`src/rtl/pc_gen_pkg.sv`:
```
`default_nettype none
// +----------------------------------------------------------------------+
// | pc_gen_pkg : shared types and constants for the PC generator         |
// | Revision   : 1.0                                                     |
// +----------------------------------------------------------------------+
package pc_gen_pkg;

    typedef enum logic [1:0] {
        BOOT = 2'd0,
        RUN  = 2'd1,
        HALT = 2'd2
    } pc_state_e;

    localparam int unsigned INSTR_STEP_32 = 4;
    localparam int unsigned INSTR_STEP_16 = 2;

endpackage : pc_gen_pkg
`default_nettype wire

```
`src/rtl/pc_target.sv`:
```
`default_nettype none
// +----------------------------------------------------------------------+
// | pc_target : execute-stage redirect target select and alignment check |
// | Revision  : 1.0                                                      |
// +----------------------------------------------------------------------+
module pc_target #(
    parameter int XLEN   = 32,
    parameter int IALIGN = 32
) (
    input  logic [XLEN-1:0] ex_pc,
    input  logic [XLEN-1:0] imm_data,
    input  logic [XLEN-1:0] rs1_data,
    input  logic            ex_valid,
    input  logic            is_branch,
    input  logic            is_jal,
    input  logic            is_jalr,
    input  logic            branch_taken,
    output logic [XLEN-1:0] target,
    output logic            ex_redir,
    output logic            misaligned
);

    localparam logic [XLEN-1:0] c_lsb_clear = ~{{(XLEN-1){1'b0}}, 1'b1};

    // JALR outranks JAL and taken branches; the latter two share one adder.
    always_comb begin
        if (is_jalr) begin
            target = (rs1_data + imm_data) & c_lsb_clear;
        end else begin
            target = ex_pc + imm_data;
        end
        ex_redir = ex_valid && (is_jalr || is_jal || (is_branch && branch_taken));
    end

    if (IALIGN == 16) begin : g_align16
        assign misaligned = 1'b0;
    end else begin : g_align32
        assign misaligned = target[1];
    end

endmodule : pc_target
`default_nettype wire

```
`src/rtl/pc_gen.sv`:
```
`default_nettype none
// +----------------------------------------------------------------------+
// | pc_gen   : registered fetch PC with redirect, trap and halt handling  |
// |            Optional redirect counter: define PC_GEN_PERF_CNT_EN.      |
// | Revision : 1.0                                                       |
// +----------------------------------------------------------------------+
module pc_gen
    import pc_gen_pkg::*;
#(
    parameter int              XLEN         = 32,
    parameter logic [XLEN-1:0] RESET_VECTOR = 32'h0000_0000,
    parameter int              IALIGN       = 32,
    parameter int              CNT_W        = 16
) (
    input  logic            clk,
    input  logic            rst_n,
    input  logic            ex_valid,
    input  logic [XLEN-1:0] ex_pc,
    input  logic [XLEN-1:0] imm_data,
    input  logic [XLEN-1:0] rs1_data,
    input  logic            is_branch,
    input  logic            is_jal,
    input  logic            is_jalr,
    input  logic            branch_taken,
    input  logic            trap_valid,
    input  logic [XLEN-1:0] trap_vector,
    input  logic            fetch_ready,
    output logic            fetch_valid,
    output logic [XLEN-1:0] pc,
    output logic            redirect,
    output logic            misalign_err,
`ifdef PC_GEN_PERF_CNT_EN
    output logic [CNT_W-1:0] redirect_count,
`endif
    output logic [XLEN-1:0] misalign_addr
);

    localparam logic [XLEN-1:0] c_step = (IALIGN == 16) ? XLEN'(INSTR_STEP_16)
                                                        : XLEN'(INSTR_STEP_32);

    if ((CNT_W < 1) || ((IALIGN != 32) && (IALIGN != 16))) begin : g_param_check
        $error("pc_gen: illegal CNT_W or IALIGN");
    end

    pc_state_e       state_q, state_d;
    logic [XLEN-1:0] pc_q, pc_d;
    logic            redirect_q, redirect_d;
    logic            misalign_err_q, misalign_err_d;
    logic [XLEN-1:0] misalign_addr_q, misalign_addr_d;

    logic [XLEN-1:0] w_target;
    logic            w_ex_redir;
    logic            w_misaligned;

    pc_target #(
        .XLEN   (XLEN),
        .IALIGN (IALIGN)
    ) u_pc_target (
        .ex_pc        (ex_pc),
        .imm_data     (imm_data),
        .rs1_data     (rs1_data),
        .ex_valid     (ex_valid),
        .is_branch    (is_branch),
        .is_jal       (is_jal),
        .is_jalr      (is_jalr),
        .branch_taken (branch_taken),
        .target       (w_target),
        .ex_redir     (w_ex_redir),
        .misaligned   (w_misaligned)
    );

    always_ff @(posedge clk or negedge rst_n) begin
        if (!rst_n) begin
            state_q         <= BOOT;
            pc_q            <= RESET_VECTOR;
            redirect_q      <= 1'b0;
            misalign_err_q  <= 1'b0;
            misalign_addr_q <= '0;
        end else begin
            state_q         <= state_d;
            pc_q            <= pc_d;
            redirect_q      <= redirect_d;
            misalign_err_q  <= misalign_err_d;
            misalign_addr_q <= misalign_addr_d;
        end
    end

    // A trap wins from any state; execute redirects only count while running.
    always_comb begin
        state_d         = state_q;
        pc_d            = pc_q;
        redirect_d      = 1'b0;
        misalign_err_d  = 1'b0;
        misalign_addr_d = misalign_addr_q;
        if (trap_valid) begin
            state_d    = RUN;
            pc_d       = trap_vector;
            redirect_d = 1'b1;
        end else begin
            case (state_q)
                BOOT: state_d = RUN;
                RUN: begin
                    if (w_ex_redir && !w_misaligned) begin
                        pc_d       = w_target;
                        redirect_d = 1'b1;
                    end else if (w_ex_redir) begin
                        state_d         = HALT;
                        misalign_err_d  = 1'b1;
                        misalign_addr_d = w_target;
                    end else if (fetch_ready) begin
                        pc_d = pc_q + c_step;
                    end
                end
                HALT:    state_d = HALT;
                default: state_d = BOOT;
            endcase
        end
    end

    always_comb begin
        fetch_valid   = (state_q == RUN);
        pc            = pc_q;
        redirect      = redirect_q;
        misalign_err  = misalign_err_q;
        misalign_addr = misalign_addr_q;
    end

`ifdef PC_GEN_PERF_CNT_EN
    logic [CNT_W-1:0] cnt_q, cnt_d;

    always_comb begin
        cnt_d = cnt_q;
        if (redirect_q && (cnt_q != {CNT_W{1'b1}})) begin
            cnt_d = cnt_q + CNT_W'(1);
        end
    end

    always_ff @(posedge clk or negedge rst_n) begin
        if (!rst_n) begin
            cnt_q <= '0;
        end else begin
            cnt_q <= cnt_d;
        end
    end

    assign redirect_count = cnt_q;
`endif

endmodule : pc_gen
`default_nettype wire

```
`config.mk`:
```
export PLATFORM = sky130hd
export DESIGN_NAME = pc_gen
export DESIGN_NICKNAME = d
export VERILOG_FILES = /design/src/rtl/pc_gen_pkg.sv /design/src/rtl/pc_target.sv /design/src/rtl/pc_gen.sv
export SDC_FILE = /design/constraint.sdc
export NUM_CORES = 1
export LEC_CHECK = 0
export ABC_AREA = 1
export ABC_CLOCK_PERIOD_IN_PS = 2520
export BUFFER_PORTS_ARGS = -buffer_cell sky130_fd_sc_hd__buf_2
export CORE_MARGIN = 3
export CORE_UTILIZATION = 30
export CTS_CLUSTER_DIAMETER = 120
export DETAILED_ROUTE_END_ITERATION = 16
export PLACE_DENSITY = 0.46
export SLEW_MARGIN = 20
export SYNTH_ARGS = -nofsm -noshare
export SYNTH_HDL_FRONTEND = slang
export SYNTH_SLANG_ARGS = --single-unit
```
`constraint.sdc`:
```
create_clock -name clk -period 2.52 [get_ports clk]
set_input_delay 0.504 -clock clk [delete_from_list [all_inputs] [get_ports clk]]
set_output_delay 0.504 -clock clk [all_outputs]
set_load 0.02 [all_outputs]
```
==> impl_metrics.ini <==
[detailed_routing]
route.final.wire_length_um = 33370
drt_iter0_markers = 690
drc = 0
vias = 10120
detail-route-antenna-nets = 0
avgViaCountPerCell = 4.687
avgRoutedWirePerCell_um = 15.45
drtPass1Iterations = 6

[synth]
synth_ff_type = dfrtp_1
synth_cell_type_count = 50
seq_area_frac_synth_pct = 19.66
synth_area_leaders = nand2_1 (25%), dfrtp_1 (20%), inv_1 (11%), ha_1 (9.2%), nand3_1 (6.5%)
synth_top_family_by_area = simple AND/OR/NAND/NOR gates
synthTopCellsByCount = nand2_1 (566), inv_1 (255), nor2_1 (136)
synth_mux_area_share_pct = 0.1156
avgSynthCellArea_um2 = 5.673
ys_async_sr_fraction_pct = 100.0
synth_xor_area_share_pct = 1.922
ys_ff_latch = 68
yosys.area_share.simple_pct = 42.56
synthMostInstantiatedCell = nand2_1
yosys_warnings = 0
yosysTopAreaCellShare_pct = 24.54
synth_compound_area_share_pct = 12.94
synthesis.instances = 1526
synth_nets = 1729
yosysTopAreaCell = nand2_1
synth-edff-count = 0
synth_adder_area_share_pct = 9.712
netlist_area_um2 = 8657

[power]
p_int_uw = 3671
p_per_area_nw_per_um2 = 637.2
pwr-share-seq_pct = 27.9
p_switching_uw = 3256
power_leakage_uw = 0.006410
power.share.clock_pct = 20.3
combPwrFrac_pct = 51.8
ir_drop_mv = 0.2688
swShare_pct = 47.00

[layout]
final_area_um2 = 10870
fill_cells = 3246
drive_gt1_share_pct = 17.45
n_antenna_cell = 0
nets = 1980
synthToLayoutAreaGrowth_pct = 25.58

[global_routing]
grt_max_degree = 69
antenna_found_initial = 0
grt_pass1_vias = 9909
grtUsageTotal_pct = 21.55
grt_first_pass_wirelength_um = 52990
overflow = 0

[setup_path]
slowest_delay_ns = 0.40
path_buf_inv = 4
crit_top_cell = nand2_1
cp_top_family = adder cells
cp_slowest_cell = fa_1
critPathKind = in -> reg
cp.arrival_ns = 2.49
startpoint_type = input pin
cp_cell_sequence = buf_2 > ha_1 > inv_1 > fa_1 > o21ai_1 > nor2_2 > nand2_1 > nand2_2 > inv_2 > nand2_2 > buf_4 > nand2_1 > nand2_1 > nand2_1 > a21oi_1 > nand2_1 > o21ai_1
crit_fanout = 10
endpoint_kind = flop
required_ns = 2.74

[clock_tree]
cts.sinks = 68
post_cts_buffers = 0
cts_tree = built
cts_made_buffers = 9
clock-root-buffer = clkbuf_16
holdBufCountCts = 0
clk_latency_ns = 0.34
clk_path_buf_depth = 2
cts.clk_slew.worst_paths_ns = 0.06
htreeDepth = 3
cts_resized = 0

[floorplan]
core-area_um2 = 28090
fp.dieH_um = 175.9
start_util_pct = 30.82
io_pins = 204
dieWidth_um = 175.9
rows = 61
die-area_um2 = 30930

[place]
placed_area_um2 = 10550
gp_congestion = 0.9510
port_buffers = 203
hpwl_um = 28560
pre_cts_ws_ns = -0.1253

[sta]
post-route-min-period_ns = 2.273
fin_crit_sh_pct = 90.20
hold_violations = 0
fin_ws_ns = 0.2471
clock_skew_ns = 0.009030
slew_headroom_pct = 68.31
rsz0062_at_grt = false
worst_pin_slew_ns = 0.4711
slew_viol_final = 0
setup_viol_count_final = 0
whs_ns = 0.1630
max_freq_mhz = 440.0

[run]
max_cap_violations = 0

[worst_hold_path]
hold_path_class = in -> async

[run_status]
run_status = completed
## flip-flops by register name (all words and copies together) (netlist names)
register	count
misalign_addr	32
pc	32
state_q	2
misalign_err	1
redirect	1
## path summary, 6_finish.rpt
path                             startpoint           endpoint  slack [ns]  depth (start not counted)
max in group asynchronous             rst_n  misalign_addr[28]        2.00                          2
hold / removal                        rst_n              pc[2]        0.16                          2
hold reg to reg            misalign_addr[1]   misalign_addr[1]        0.47                          1
setup / recovery                   ex_pc[0]             pc[20]        0.25                         17
min in group clk             trap_vector[1]              pc[1]        0.41                          2
setup reg to reg                      pc[3]             pc[30]        0.42                         11
## through the flow
step           cells  total power, uW  utilization [%]  TNS [ns]
2_1_floorplan   1526             4105                -         0
3_3_place_gp    2144             5516            37.55    -1.204
3_5_place_dp    2144             5540            37.55    -2.953
4_1_cts         2160             6973            38.71         0
5_1_grt         2160             7476            38.71         0
6_report        2160             6927            38.71         0
## layer usage
layer / vias up / global-route usage, % / routed length (um)
met1: 4498 / 31.60 / 16800
met5: - / 0 / 0
met3: 33 / 2.248 / 1404
met4: 0 / 4.553 / 631
li1: 5331 / - / -
met2: 262 / 34.23 / 14540
## layout by cell type (no fill, tap or decap), types with 2 or more instances in the layout
master,synthesis,final
ha_1,64,64
and2_1,2,2
o21ai_0,46,46
nor3_1,13,13
xor2_1,16,16
nand3_2,2,2
buf_2,13,203
nor2_2,6,6
o221ai_1,2,2
buf_4,1,57
o21bai_1,10,10
fa_1,2,2
nor4_1,3,3
nand2_1,566,566
a21oi_1,97,97
dfrtp_1,68,68
clkinv_1,2,2
a21o_1,2,2
nand2_2,3,3
o211ai_1,2,2
nor2_1,136,136
bufinv_16,0,2
nand4_1,16,16
nor2_4,2,2
nand3b_1,11,11
nand3_1,113,113
a32oi_1,2,2
clkinv_2,0,2
inv_1,255,255
o22ai_1,8,8
nand2_4,5,5
buf_12,0,6
xnor2_1,3,3
o21ai_1,9,9
a31oi_1,16,16
clkbuf_16,0,9
a21oi_2,2,2
inv_2,4,4
## worst register-to-register path, stage by stage (launching register included)
cell and delay (ns):
dfrtp_1 0.45, ha_1 0.23, nand2_1 0.09, nor2_2 0.21, nand2_1 0.08, nor2_1 0.12, nand2_1 0.19, nor2_1 0.19
nand2_1 0.09, xnor2_1 0.14, a21oi_1 0.13, a21oi_1 0.08
## cell families after synthesis
logic type	Yosys count
mux	1
fa+ha+maj	66
simple gates	883
buf+inv	287
xor+xnor	19
compound gates	202
flops	68
## layout make-up
cell class | instances | area [um2] | area share, %
Inverter | 261 | 979.7 | 9.011
Clock buffer | 10 | 239.0 | 2.198
Sequential cell | 68 | 1702 | 15.65
Tap cell | 378 | 473.0 | 4.350
Clock inverter | 6 | 86.33 | 0.7941
Timing Repair Buffer | 266 | 1564 | 14.39
Multi-Input combinational cell | 1171 | 5828 | 53.61
## power groups by stage
| stage | registers [uW] | clock network [uW] | logic, uW |
|---|---|---|---|
| final | 1930 | 1410 | 3590 |
| after global routing | 1990 | 1480 | 4010 |
| after CTS | 1930 | 1440 | 3600 |
| after detailed placement | 1950 | 0 | 3590 |
| after global placement | 1940 | 0 | 3570 |
| after floorplan | 2340 | 0 | 1770 |
(Power assumes the default switching activity.)
